`src/rtl/store_writer.sv`:
```
// Store write-side formatter and in-order store buffer.
// Aligns store data to byte lanes and issues writes on the dbus.
module store_writer #(
    parameter int DEPTH = 2
) (
    input  logic        clk,
    input  logic        reset,
    input  logic        in_valid,
    output logic        in_ready,
    input  logic [63:0] in_addr,
    input  logic [63:0] in_data,
    input  logic [2:0]  in_msize,
    input  logic        flush,
    output logic        dreq_valid,
    output logic [63:0] dreq_addr,
    output logic [63:0] dreq_data,
    output logic [7:0]  dreq_strobe,
    output logic [2:0]  dreq_msize,
    input  logic        dresp_data_ok,
    output logic        store_done,
    output logic        misalign_err,
    output logic [63:0] err_addr,
    output logic        empty
);

    localparam int PW = (DEPTH > 1) ? $clog2(DEPTH) : 1;
    localparam int CW = PW + 1;
    localparam logic [CW-1:0] DEPTH_C = CW'(DEPTH);

    typedef struct packed {
        logic [63:0] addr;
        logic [63:0] data;
        logic [7:0]  strobe;
        logic [2:0]  msize;
    } entry_t;

    entry_t        mem [DEPTH];
    entry_t        new_e;
    entry_t        head_e;
    logic [PW-1:0] head, tail, head_n, tail_n;
    logic [CW-1:0] count, count_n;
    logic          legal, accept, push, pop, bad;
    logic [7:0]    base;

    // Size/alignment legality and the base strobe pattern of the request.
    always_comb begin
        legal = 1'b0;
        base  = 8'h00;
        unique case (in_msize)
            3'd0: begin legal = 1'b1;                base = 8'h01; end
            3'd1: begin legal = ~in_addr[0];         base = 8'h03; end
            3'd2: begin legal = in_addr[1:0] == 2'b0; base = 8'h0F; end
            3'd3: begin legal = in_addr[2:0] == 3'b0; base = 8'hFF; end
            default: begin legal = 1'b0;             base = 8'h00; end
        endcase
    end

    // Lane formatting is done once at enqueue and stored with the entry.
    always_comb begin
        new_e.addr   = {in_addr[63:3], 3'b000};
        new_e.data   = in_data << {in_addr[2:0], 3'b000};
        new_e.strobe = base << in_addr[2:0];
        new_e.msize  = in_msize;
    end

    assign empty      = (count == '0);
    assign in_ready   = (count < DEPTH_C);
    assign accept     = in_valid && in_ready;
    assign push       = accept && legal && !(flush && !empty);
    assign bad        = accept && !legal;
    assign pop        = dresp_data_ok && !empty;
    assign dreq_valid = !empty;
    assign head_e     = mem[head];

    assign dreq_addr   = dreq_valid ? head_e.addr   : 64'd0;
    assign dreq_data   = dreq_valid ? head_e.data   : 64'd0;
    assign dreq_strobe = dreq_valid ? head_e.strobe : 8'd0;
    assign dreq_msize  = dreq_valid ? head_e.msize  : 3'd0;

    // Next pointer/count; flush keeps only the entry already on the bus.
    always_comb begin
        head_n  = head;
        tail_n  = tail;
        count_n = count;
        if (pop) head_n = head + PW'(1);
        if (flush && !empty) begin
            tail_n  = head + PW'(1);
            count_n = pop ? CW'(0) : CW'(1);
        end else begin
            if (push) tail_n = tail + PW'(1);
            count_n = count + CW'(push) - CW'(pop);
        end
    end

    // Buffer storage; contents are don't-care while not counted valid.
    always_ff @(posedge clk) begin
        if (push) mem[tail] <= new_e;
    end

    // Control state, completion and error pulses.
    always_ff @(posedge clk or posedge reset) begin
        if (reset) begin
            head         <= '0;
            tail         <= '0;
            count        <= '0;
            store_done   <= 1'b0;
            misalign_err <= 1'b0;
            err_addr     <= 64'd0;
        end else begin
            head         <= head_n;
            tail         <= tail_n;
            count        <= count_n;
            store_done   <= pop;
            misalign_err <= bad;
            if (bad) err_addr <= in_addr;
        end
    end

endmodule
```
`config.mk`:
```
export PLATFORM = sky130hd
export DESIGN_NAME = store_writer
export DESIGN_NICKNAME = d
export VERILOG_FILES = /design/src/rtl/store_writer.sv
export SDC_FILE = /design/constraint.sdc
export NUM_CORES = 1
export LEC_CHECK = 0
export ABC_AREA = 1
export BUFFER_PORTS_ARGS = -buffer_cell sky130_fd_sc_hd__buf_2
export CORE_MARGIN = 5
export CORE_UTILIZATION = 60
export CTS_BUF_LIST = sky130_fd_sc_hd__clkbuf_4 sky130_fd_sc_hd__clkbuf_8
export DETAILED_ROUTE_END_ITERATION = 16
export PLACE_DENSITY = 0.88
export SYNTH_ARGS = -nofsm -noshare
export SYNTH_HDL_FRONTEND = slang
export SYNTH_SLANG_ARGS = --single-unit
```
`constraint.sdc`:
```
create_clock -name clk -period 15.4 [get_ports clk]
set_clock_uncertainty 0.15 [all_clocks]
set_input_delay 0.77 -clock clk [delete_from_list [all_inputs] [get_ports clk]]
set_output_delay 0.77 -clock clk [all_outputs]
set_load 0.1 [all_outputs]
```
==> results.md <==
- Clk root buf: clkbuf_8
- Most frequent cells in the layout: nand2_1 (597), buf_2 (340), edfxtp_1 (272)
- Worst Max-Slew Pin Slew: approximately 1.2 ns
- Cell Rows: 57
- Min cycle time layout: between 4 and 5 ns
- Diode count: 0
- CP endpoint kind: output pin
- Sequential area share after synthesis: about two thirds
- Starting DRT DRC Count: 1232
- WP buf/inv: 3
- Fin. Hold Viols: 0
- Hold-fix buffers, CTS: 0
- Core Util, Final: 72.59%
- Initial antenna violation count: 2
- CTS resizes: 0
- Largest net degree at the start of global routing: a little under 90
- # IOs: 344
- Synth unique cells: 28
- Slowest CP cell: buf_4
- Final worst slack: ~11 ns
- RSZ-0062 raised after global routing: false
- Via count: roughly 12000
- Status: completed
- Clock-pin slew on the worst setup and hold paths: 0.06 ns
- WL/cell: roughly 19 µm
- Total Wirelength: about 40000 µm
- Setup TNS: 0 ns
- Chip Height: roughly 170 µm
- Async SR Flop Fraction: between 20% and 30%
- Most common cell after layout, fill and taps aside: nand2_1
- Worst path top cell family by delay: buffers and inverters
- Remaining global-route overflow: 0
- Die Wd: 166.4 µm
- Main synth FF type: edfxtp_1
- Inserted Clock Buffers: 52
- #FFs+latches synth: approximately 340
- Number of global-route vias before repair: approximately 12000
- # fillers: 1711
- GP Congestion: 0.8626
- Hold Crit Class: input pin to flop
- Hpwl dp: between 20000 and 30000 µm
- Post-CTS setup buffers: 0
- Synth warn: 0
- WP data arrival: between 3 and 4 ns
- Mapped Area: around 0.015 mm²
- Starting Density: between 60% and 70%
- Drt via density: between 5 and 6
- CP max stage delay: 0.77 ns
- Max-cap violation count: 0
- Worst-skew pair later-pin latency: approximately 0.57 ns
- FMAX: 223.0 MHz
- Critical path data required time: approximately 14 ns
- Die area: between 0.02 and 0.03 mm²
- Core Area: approximately 0.024 mm²
- EDFF count, synth: around 270
- IO Port Bufs: between 300 and 400
- Clock buffer depth: 3
- Post-Syn Instances: ~1400
- First-pass GRT wire length: roughly 61000 µm
- Slew Limit Headroom: a little over a fifth
- Final ANT Viol Nets: 0
- Share of layout cells above drive strength 1: ~27%
- Pre-antenna DRT Iters: 6
- Total GRT Usage: between 20% and 30%
- CTS H-Tree Depth: 2
- CP Cell Sequence: inv_4, buf_4, nand2_1, a21oi_1, buf_2
- CP Max Fanout: roughly 80
- Layout overhead on the synthesized area: 19.60%
- Startpoint types: flop
- Sink Count: between 300 and 400
- Nets: 1891
- Fin crit share: 29.12%
- Post-Synthesis Mean Instance Area: around 10 µm²
- Place WS: 10.54 ns
- Max-slew violation count: 0
- Critical path class: flop to output pin
- TritonCTS clock tree: done
- DRC viols: 0
- Final Setup Violations: 0
cell type report:
type                       instances  area (µm²)  share of cell area [%]
clock inverter                    21       153.9                  0.8769
sequential                       342        9923                   56.54
multi-input combinational        984        4252                   24.22
tap                              324       405.4                   2.310
clock buffer                      76       939.7                   5.354
timing repair buffer             353        1799                   10.25
inverter                          20       77.57                  0.4420
layer usage:
metal  vias up  GRT usage, %  share of wire [%]
met3       144         5.213                8.0
met5         -             0              0.053
met4         4         15.12                5.8
met2       647         45.18                 49
li1       5480             -                  -
met1      5591         35.20                 38
state kept, by name (all words and copies together) (netlist names):
signal,flops
count,2
err_addr,64
head,1
mem,272
misalign_err,1
store_done,1
tail,1
metrics by stage:
| step | instances | hold slack, ns | area, µm² |
|---|---|---|---|
| finish | 2120 | 0.2507 | 17550 |
| global route | 2120 | 0.2196 | 17550 |
| CTS | 2120 | 0.2155 | 17550 |
| detailed placement | 2023 | 0.3093 | 16460 |
| global placement | 2023 | 0.3073 | 16460 |
| floorplan | 1445 | 0.3650 | 14680 |
cell usage after synthesis, types with 8 or more instances:
cell,instances,area (µm²)
nand2_1,597,2241
edfxtp_1,272,8168
a21oi_1,137,685.7
dfrtp_1,70,1752
nand3_1,68,340.3
o21ai_0,62,310.3
nor2_1,44,165.2
buf_2,41,205.2
clkbuf_1,33,123.9
or2_2,30,187.7
o21ai_1,23,115.1
buf_1,16,60.06
inv_1,16,60.06
o21a_1,8,60.06
final timing paths:
kind	from	depth (start not counted)	end	slack [ns]
worst max-delay path	head	5	dreq_addr[58]	10.92
worst min-delay path	in_addr[38]	1	mem[0][110]	0.25
worst max register to register	count[1]	7	mem[0][118]	11.52
worst min register to register	err_addr[55]	2	err_addr[55]	0.32
max in group asynchronous	reset	3	head	14.05
min in group asynchronous	reset	3	err_addr[24]	0.34
logic make-up after synthesis:
group	count (synthesis)	synth area share, %
other	1	0.02556
AOI/OAI and AO/OA	233	8.169
DFF	342	67.60
buffers and inverters	119	3.632
adders and majority gates	2	0.1705
and+or+nand+nor	743	20.23
xor gates and xnor gates	3	0.1791
Power is not shown: default switching activity piles up to over one toggle a cycle in this logic, so the estimate is an artifact.
